**src/rtl/aes_avb_pkg.sv**
```systemverilog
// Shared constants for the AES Avalon block bridge: register map and the
// bit positions of the CTRL and STATUS registers.
package aes_avb_pkg;

    typedef enum logic [1:0] {
        AddrCtrl    = 2'd0,
        AddrStatus  = 2'd1,
        AddrDataIn  = 2'd2,
        AddrDataOut = 2'd3
    } reg_addr_e;

    localparam int unsigned CtrlClrBit   = 0;
    localparam int unsigned CtrlIrqEnBit = 1;

    localparam int unsigned StInFullBit   = 0;
    localparam int unsigned StInEmptyBit  = 1;
    localparam int unsigned StOutFullBit  = 2;
    localparam int unsigned StOutEmptyBit = 3;
    localparam int unsigned StOvfBit      = 4;
    localparam int unsigned StUnfBit      = 5;
    localparam int unsigned StInCntLsb    = 8;
    localparam int unsigned StOutCntLsb   = 16;

    function automatic logic [31:0] pack_status(
        input logic       in_full,
        input logic       in_empty,
        input logic       out_full,
        input logic       out_empty,
        input logic       ovf,
        input logic       unf,
        input logic [7:0] in_cnt,
        input logic [7:0] out_cnt
    );
        logic [31:0] s;
        s                    = '0;
        s[StInFullBit]       = in_full;
        s[StInEmptyBit]      = in_empty;
        s[StOutFullBit]      = out_full;
        s[StOutEmptyBit]     = out_empty;
        s[StOvfBit]          = ovf;
        s[StUnfBit]          = unf;
        s[StInCntLsb +: 8]   = in_cnt;
        s[StOutCntLsb +: 8]  = out_cnt;
        return s;
    endfunction

endpackage

```
**src/rtl/aes_avalon_block_bridge_if.sv**
```systemverilog
// Avalon-MM slave bus plus the block valid/ready streams to and from the cipher core.
interface aes_avalon_block_bridge_if #(
    parameter int unsigned BLOCK_W = 128
);
    logic               chipselect;
    logic [1:0]         address;
    logic               read;
    logic               write;
    logic [31:0]        writedata;
    logic [31:0]        readdata;
    logic [BLOCK_W-1:0] blk_in_data;
    logic               blk_in_valid;
    logic               blk_in_ready;
    logic [BLOCK_W-1:0] blk_out_data;
    logic               blk_out_valid;
    logic               blk_out_ready;

    // Bridge side.
    modport slave (
        input  chipselect, address, read, write, writedata,
        input  blk_in_ready, blk_out_data, blk_out_valid,
        output readdata, blk_in_data, blk_in_valid, blk_out_ready
    );

    // Host and core side.
    modport master (
        output chipselect, address, read, write, writedata,
        output blk_in_ready, blk_out_data, blk_out_valid,
        input  readdata, blk_in_data, blk_in_valid, blk_out_ready
    );
endinterface

```
**src/rtl/aes_avb_sync_fifo.sv**
```systemverilog
// Single-clock FIFO with occupancy count; reads zero at the head while empty.
module aes_avb_sync_fifo #(
    parameter int unsigned WIDTH = 128,
    parameter int unsigned DEPTH = 4,
    localparam int unsigned PtrW = $clog2(DEPTH),
    localparam int unsigned CntW = $clog2(DEPTH + 1)
) (
    input  logic             clock,
    input  logic             reset,
    input  logic             clear,
    input  logic             push,
    input  logic [WIDTH-1:0] push_data,
    input  logic             pop,
    output logic [WIDTH-1:0] pop_data,
    output logic             full,
    output logic             empty,
    output logic [CntW-1:0]  count
);

    logic [WIDTH-1:0] mem [DEPTH];
    logic [PtrW-1:0]  wr_ptr_q, wr_ptr_d;
    logic [PtrW-1:0]  rd_ptr_q, rd_ptr_d;
    logic [CntW-1:0]  count_q, count_d;
    logic             push_ok;
    logic             pop_ok;

    assign full     = (count_q == CntW'(DEPTH));
    assign empty    = (count_q == '0);
    assign count    = count_q;
    assign pop_data = empty ? '0 : mem[rd_ptr_q];

    // A full FIFO still takes a push when the head leaves in the same cycle.
    assign push_ok = push && (!full || pop);
    assign pop_ok  = pop && !empty;

    always_comb begin
        wr_ptr_d = wr_ptr_q;
        rd_ptr_d = rd_ptr_q;
        count_d  = count_q;
        if (push_ok) wr_ptr_d = wr_ptr_q + 1'b1;
        if (pop_ok)  rd_ptr_d = rd_ptr_q + 1'b1;
        case ({push_ok, pop_ok})
            2'b10:   count_d = count_q + 1'b1;
            2'b01:   count_d = count_q - 1'b1;
            default: count_d = count_q;
        endcase
        if (clear) begin
            wr_ptr_d = '0;
            rd_ptr_d = '0;
            count_d  = '0;
        end
    end

    always_ff @(posedge clock) begin
        if (reset) begin
            wr_ptr_q <= '0;
            rd_ptr_q <= '0;
            count_q  <= '0;
        end else begin
            wr_ptr_q <= wr_ptr_d;
            rd_ptr_q <= rd_ptr_d;
            count_q  <= count_d;
        end
    end

    always_ff @(posedge clock) begin
        if (push_ok && !clear && !reset) mem[wr_ptr_q] <= push_data;
    end

endmodule

```
**src/rtl/aes_avalon_block_bridge.sv**
```systemverilog
// Avalon-MM to block-cipher bridge: word assembly, input/output block FIFOs, status.
// Define AES_AVB_IRQ_EN to add the registered irq output and CTRL irq enable bit.
module aes_avalon_block_bridge
    import aes_avb_pkg::*;
#(
    parameter int unsigned BLOCK_W   = 128,
    parameter int unsigned IN_DEPTH  = 4,
    parameter int unsigned OUT_DEPTH = 4
) (
    input logic clock,
    input logic reset,
`ifdef AES_AVB_IRQ_EN
    output logic irq,
`endif
    aes_avalon_block_bridge_if.slave bus
);

    localparam int unsigned WORDS   = BLOCK_W / 32;
    localparam int unsigned IdxW    = (WORDS > 1) ? $clog2(WORDS) : 1;
    localparam int unsigned InCntW  = $clog2(IN_DEPTH + 1);
    localparam int unsigned OutCntW = $clog2(OUT_DEPTH + 1);

    logic               wr_acc, rd_acc;
    logic               soft_clr, data_in_wr, data_out_rd, status_wr;
    logic [BLOCK_W-1:0] asm_q, asm_d;
    logic [IdxW-1:0]    wr_idx_q, wr_idx_d;
    logic [IdxW-1:0]    rd_idx_q, rd_idx_d;
    logic               ovf_q, ovf_d;
    logic               unf_q, unf_d;
    logic               in_push, in_pop, in_full, in_empty;
    logic               out_push, out_pop, out_full, out_empty;
    logic [InCntW-1:0]  in_count;
    logic [OutCntW-1:0] out_count;
    logic [BLOCK_W-1:0] out_head;
    logic [31:0]        head_word;
    logic [31:0]        status_word;
    logic [31:0]        rdata;

    assign wr_acc      = bus.chipselect && bus.write;
    assign rd_acc      = bus.chipselect && bus.read;
    assign soft_clr    = wr_acc && (bus.address == AddrCtrl) && bus.writedata[CtrlClrBit];
    assign status_wr   = wr_acc && (bus.address == AddrStatus);
    assign data_in_wr  = wr_acc && (bus.address == AddrDataIn);
    assign data_out_rd = rd_acc && (bus.address == AddrDataOut);

    assign in_pop            = !in_empty && bus.blk_in_ready;
    assign bus.blk_in_valid  = !in_empty;
    assign out_push          = bus.blk_out_valid && !out_full;
    assign bus.blk_out_ready = !out_full;

    aes_avb_sync_fifo #(
        .WIDTH(BLOCK_W),
        .DEPTH(IN_DEPTH)
    ) u_in_fifo (
        .clock    (clock),
        .reset    (reset),
        .clear    (soft_clr),
        .push     (in_push),
        .push_data(asm_d),
        .pop      (in_pop),
        .pop_data (bus.blk_in_data),
        .full     (in_full),
        .empty    (in_empty),
        .count    (in_count)
    );

    aes_avb_sync_fifo #(
        .WIDTH(BLOCK_W),
        .DEPTH(OUT_DEPTH)
    ) u_out_fifo (
        .clock    (clock),
        .reset    (reset),
        .clear    (soft_clr),
        .push     (out_push),
        .push_data(bus.blk_out_data),
        .pop      (out_pop),
        .pop_data (out_head),
        .full     (out_full),
        .empty    (out_empty),
        .count    (out_count)
    );

    // Word 0 is the most significant word of a block, on both directions.
    always_comb begin
        asm_d    = asm_q;
        wr_idx_d = wr_idx_q;
        in_push  = 1'b0;
        if (data_in_wr) begin
            for (int k = 0; k < int'(WORDS); k++) begin
                if (wr_idx_q == IdxW'(k)) asm_d[BLOCK_W-1-32*k -: 32] = bus.writedata;
            end
            if (wr_idx_q == IdxW'(WORDS - 1)) begin
                in_push  = 1'b1;
                wr_idx_d = '0;
            end else begin
                wr_idx_d = wr_idx_q + 1'b1;
            end
        end
        if (soft_clr) wr_idx_d = '0;
    end

    always_comb begin
        head_word = '0;
        for (int k = 0; k < int'(WORDS); k++) begin
            if (rd_idx_q == IdxW'(k)) head_word = out_head[BLOCK_W-1-32*k -: 32];
        end
    end

    always_comb begin
        rd_idx_d = rd_idx_q;
        out_pop  = 1'b0;
        if (data_out_rd && !out_empty) begin
            if (rd_idx_q == IdxW'(WORDS - 1)) begin
                out_pop  = 1'b1;
                rd_idx_d = '0;
            end else begin
                rd_idx_d = rd_idx_q + 1'b1;
            end
        end
        if (soft_clr) rd_idx_d = '0;
    end

    // Sticky flags: set beats write-1-to-clear, soft clear beats both.
    always_comb begin
        ovf_d = ovf_q;
        unf_d = unf_q;
        if (status_wr && bus.writedata[StOvfBit]) ovf_d = 1'b0;
        if (status_wr && bus.writedata[StUnfBit]) unf_d = 1'b0;
        if (in_push && in_full && !in_pop)        ovf_d = 1'b1;
        if (data_out_rd && out_empty)             unf_d = 1'b1;
        if (soft_clr) begin
            ovf_d = 1'b0;
            unf_d = 1'b0;
        end
    end

    assign status_word = pack_status(in_full, in_empty, out_full, out_empty, ovf_q, unf_q,
                                     8'(in_count), 8'(out_count));

    always_comb begin
        rdata = '0;
        if (rd_acc && !reset) begin
            case (bus.address)
                AddrStatus:  rdata = status_word;
                AddrDataOut: rdata = out_empty ? '0 : head_word;
                default:     rdata = '0;
            endcase
        end
    end

    assign bus.readdata = rdata;

    always_ff @(posedge clock) begin
        if (reset) begin
            asm_q    <= '0;
            wr_idx_q <= '0;
            rd_idx_q <= '0;
            ovf_q    <= 1'b0;
            unf_q    <= 1'b0;
        end else begin
            asm_q    <= asm_d;
            wr_idx_q <= wr_idx_d;
            rd_idx_q <= rd_idx_d;
            ovf_q    <= ovf_d;
            unf_q    <= unf_d;
        end
    end

`ifdef AES_AVB_IRQ_EN
    logic irq_en_q, irq_en_d;
    logic irq_q;

    always_comb begin
        irq_en_d = irq_en_q;
        if (wr_acc && (bus.address == AddrCtrl)) irq_en_d = bus.writedata[CtrlIrqEnBit];
    end

    always_ff @(posedge clock) begin
        if (reset) begin
            irq_en_q <= 1'b0;
            irq_q    <= 1'b0;
        end else begin
            irq_en_q <= irq_en_d;
            irq_q    <= irq_en_q && !out_empty;
        end
    end

    assign irq = irq_q;
`endif

endmodule

```
**src/flat_wrapper.sv**
```systemverilog
// flat-port wrapper written by rule: the top's interface ports become plain ports
module aes_avalon_block_bridge_flat import aes_avb_pkg::*;
#(
    parameter int unsigned BLOCK_W   = 128,
    parameter int unsigned IN_DEPTH  = 4,
    parameter int unsigned OUT_DEPTH = 4
)
  (clock, reset, bus_chipselect, bus_address, bus_read, bus_write, bus_writedata, bus_blk_in_ready, bus_blk_out_data, bus_blk_out_valid, bus_readdata, bus_blk_in_data, bus_blk_in_valid, bus_blk_out_ready);
  aes_avalon_block_bridge_if #(.BLOCK_W(BLOCK_W)) bus_i ();
  input logic clock;
  input logic reset;
  input wire logic [$bits(bus_i.chipselect)-1:0] bus_chipselect;
  input wire logic [$bits(bus_i.address)-1:0] bus_address;
  input wire logic [$bits(bus_i.read)-1:0] bus_read;
  input wire logic [$bits(bus_i.write)-1:0] bus_write;
  input wire logic [$bits(bus_i.writedata)-1:0] bus_writedata;
  input wire logic [$bits(bus_i.blk_in_ready)-1:0] bus_blk_in_ready;
  input wire logic [$bits(bus_i.blk_out_data)-1:0] bus_blk_out_data;
  input wire logic [$bits(bus_i.blk_out_valid)-1:0] bus_blk_out_valid;
  output wire logic [$bits(bus_i.readdata)-1:0] bus_readdata;
  output wire logic [$bits(bus_i.blk_in_data)-1:0] bus_blk_in_data;
  output wire logic [$bits(bus_i.blk_in_valid)-1:0] bus_blk_in_valid;
  output wire logic [$bits(bus_i.blk_out_ready)-1:0] bus_blk_out_ready;
  assign bus_i.chipselect = bus_chipselect;
  assign bus_i.address = bus_address;
  assign bus_i.read = bus_read;
  assign bus_i.write = bus_write;
  assign bus_i.writedata = bus_writedata;
  assign bus_i.blk_in_ready = bus_blk_in_ready;
  assign bus_i.blk_out_data = bus_blk_out_data;
  assign bus_i.blk_out_valid = bus_blk_out_valid;
  assign bus_readdata = bus_i.readdata;
  assign bus_blk_in_data = bus_i.blk_in_data;
  assign bus_blk_in_valid = bus_i.blk_in_valid;
  assign bus_blk_out_ready = bus_i.blk_out_ready;
  aes_avalon_block_bridge #(.BLOCK_W(BLOCK_W), .IN_DEPTH(IN_DEPTH), .OUT_DEPTH(OUT_DEPTH)) u_core (.clock(clock), .reset(reset), .bus(bus_i));
endmodule
```
**config.mk**
```make
export PLATFORM = sky130hd
export DESIGN_NAME = aes_avalon_block_bridge_flat
export DESIGN_NICKNAME = d
export VERILOG_FILES = /design/src/rtl/aes_avb_pkg.sv /design/src/rtl/aes_avalon_block_bridge_if.sv /design/src/rtl/aes_avb_sync_fifo.sv /design/src/rtl/aes_avalon_block_bridge.sv /design/src/flat_wrapper.sv
export SDC_FILE = /design/constraint.sdc
export NUM_CORES = 1
export LEC_CHECK = 0
export CORE_UTILIZATION = 53
export DETAILED_ROUTE_END_ITERATION = 8
export PLACE_DENSITY_LB_ADDON = 0.08
export SETUP_SLACK_MARGIN = 0.1
export SYNTH_ARGS = -nofsm -noshare
export SYNTH_HDL_FRONTEND = slang
export SYNTH_SLANG_ARGS = --single-unit
export TNS_END_PERCENT = 10
```
**constraint.sdc**
```tcl
create_clock -name clock -period 5.7 [get_ports clock]
set_input_delay 1.14 -clock clock [delete_from_list [all_inputs] [get_ports clock]]
set_output_delay 1.14 -clock clock [all_outputs]
set_load 0.005 [all_outputs]
```
==> qor.txt <==
Detail Route Antenna Nets = 0
CTS tree = built
Synthesis Warnings = 0
Syn Area/Cell = 19.4 um^2
final worst-path cycle share = 89.0%
worst clock skew = 15.9 ps
prevailing post-synth register cell = edfxtp_1
post-CTS sizing = 0
clock transition at the registers of the reported paths = 60 ps
final setup fails = 0
Filler cells = 5880
Mapped Area = 45200 um^2
critical path launch point type = input port
largest net degree at the start of global routing = 129
Top Ports = 331
Rel. slew slack = 23.6%
buffer count from post-CTS setup fixing = 0
HPWL Detailed = 57.5 mm
RSZ-0062 raised after global routing = no
vias per std cell = 5.70
Vias = 22376
share of cells above drive strength 1 = 17.2%
Synth async-reset ratio = 0%
fmax = 197 MHz
row count = 106
Initial Utilization = 53.8%
flip-flop and latch count after synthesis = 1176
Max Fanout on Critical Path = 20
total design power = 17.4 mW
cells after synthesis = 2330
CP Capture Type = output port
PwrDens = 325 nW/um^2
GP Congestion = 0.851
Hold Path Class = register to register
Leak = 16.9 nW
Final min period = 5070 ps
first-pass GRT wire length = 145 mm
cts hold-fix bufs = 0
CP arrival = 3930 ps
commonest non-fill, non-tap cell in the layout = edfxtp_1
Pins Over Slew Limit = 0
Final Hold Fails = 0
WL final = 96.9 mm
Post-Syn Nets = 2519
peak supply drop = 0.000257 V
total track usage = 22.5%
Die Y-Extent = 294 um
CTS sink cnt = 1176
final hold slack = 516 ps
Nets = 2882
WP data required = 4560 ps
drt first pass iters = 6
root buffer cell = clkbuf_16
Max-Cap Viols = 0
placed cell count = 3708
IO buf count = 330
GRT overflow = 0
post-route setup TNS = 0 ps
crit path kind = input port to output port
DIE WIDTH = 294 um
area delta synth->final = 18.8%
Clk Latency, worst-skew pair = 670 ps
Post-synth EDFFs = 1024
Die ar. = 86500 um^2
Slew @ Worst Pin = 1140 ps
Core Util, Final = 63.9%
Residual DRC = 0
post-synthesis sequential area ratio = 74.7%
routed len/inst = 24.7 um
total CTS buffers = 117
Netlist cell types = 47
Detailed Route Iter0 Violations = 1450
vias in the first global route = 23273
Finished Layout Cells = 3929
most frequent cells in the layout = edfxtp_1, clkdlybuf4s50_1, mux4_2, dfxtp_1
Clock H-tree levels = 3
status = finished, final reports clean
core area = 84100 um^2
initial antenna violation count = 15
Longest Clk Path Bufs = 3
## layout make-up
cell class / count / area (um^2) / share of cell area [%]
clock buffer: 162 / 3310 / 6.17
clock inverter: 56 / 549 / 1.02
antenna: 3 / 7.51 / 0.0140
multi-input combinational: 1008 / 10700 / 19.9
timing repair buffer: 374 / 3870 / 7.20
sequential: 1176 / 33800 / 63.0
inverter: 16 / 61.3 / 0.114
tap: 1134 / 1420 / 2.64
## registers in the layout, indices dropped and copies added, names as in the netlist, 2 cells and up, named ones only
name and cells:
u_core.u_in_fifo.mem 512, u_core.u_out_fifo.mem 512, u_core.asm_q 128, u_core.u_in_fifo.count 3, u_core.u_out_fifo.count 3, u_core.rd_idx_q 2
u_core.u_in_fifo.rd_ptr_q 2, u_core.u_in_fifo.wr_ptr_q 2, u_core.u_out_fifo.rd_ptr_q 2, u_core.u_out_fifo.wr_ptr_q 2, u_core.wr_idx_q 2
## cell usage after synthesis, types with 2 or more instances
cell type  count  share of area (%)
nor2_1        29               0.24
nand2_1       22               0.18
a211oi_1      10               0.17
a22oi_1       21               0.35
buf_8          2              0.066
xnor2_1        4              0.077
nand4_1        3              0.042
and3_1         2              0.028
fa_1           2              0.089
nor2b_1      131                1.8
a22o_1         3              0.058
a311oi_1       8               0.15
xor2_1         6               0.12
ha_1          18               0.50
mux2i_1      123                2.7
buf_2         31               0.34
clkbuf_1      69               0.57
edfxtp_1    1024                 68
buf_6         17               0.42
dfxtp_1      152                6.7
mux2_2        42                1.0
nor3_1        46               0.51
mux4_2       195                9.7
and2_1       139                1.9
nand3_1        2              0.022
inv_1         16               0.13
mux2_1        87                2.2
o22ai_1       71               0.98
o21ai_0        4              0.044
nand2_4        4               0.10
buf_1          2              0.017
nand2b_1       5              0.069
or3_1          4              0.055
or3b_1         2              0.039
a21oi_1       14               0.15
buf_4          9               0.15
## report_power, final
group	total, mW	switching, mW	internal (mW)	leakage (nW)
clock network	7.57	3.12	4.46	1.90
logic	0.419	0.239	0.181	4.94
registers	9.44	0.0264	9.41	10.0
total	17.4	3.38	14.0	16.9
## worst paths after layout
path	to	slack (ps)	startpoint	cells past startpoint
min reg2reg	u_core.u_out_fifo.wr_ptr_q[1]	520	u_core.u_out_fifo.wr_ptr_q[1]	2
max reg2reg	u_core.u_in_fifo.count[2]	2180	u_core.u_in_fifo.count[0]	10
max	bus_readdata[14]	630	bus_address[1]	6
min	u_core.u_out_fifo.wr_ptr_q[1]	520	u_core.u_out_fifo.wr_ptr_q[1]	2
## critical path, cell delays in order
cell             delay [ps]
clkdlybuf4s50_1         580
and4_1                  420
and2_1                  230
nand2b_1                530
nor3_1                  430
clkdlybuf4s50_1         590
## metrics by stage
step	area (um^2)	worst slack [ps]
after floorplan	45200	275
after global placement	49800	767
after detailed placement	49800	641
after CTS	53700	634
after global routing	53700	503
final	53700	629
## per-layer routing
layer | up-vias | track usage, % | share of wire [%] | wire [um]
met5 | - | 0 | 0.15 | 149
met4 | 22 | 7.18 | 2.6 | 2480
met3 | 176 | 3.97 | 5.5 | 5370
met2 | 631 | 38.0 | 51 | 49300
met1 | 11588 | 29.8 | 41 | 39600
li1 | 9959 | - | - | -
## cell families after synthesis
logic type,synth area share [%]
DFF,74.7
muxes,15.6
and+or+nand+nor,5.16
buffers and inverters,1.70
AOI/OAI and AO/OA,1.98
adders and majority gates,0.587
xor gates and xnor gates,0.194
No activity file was read; power rests on OpenSTA's default activity.
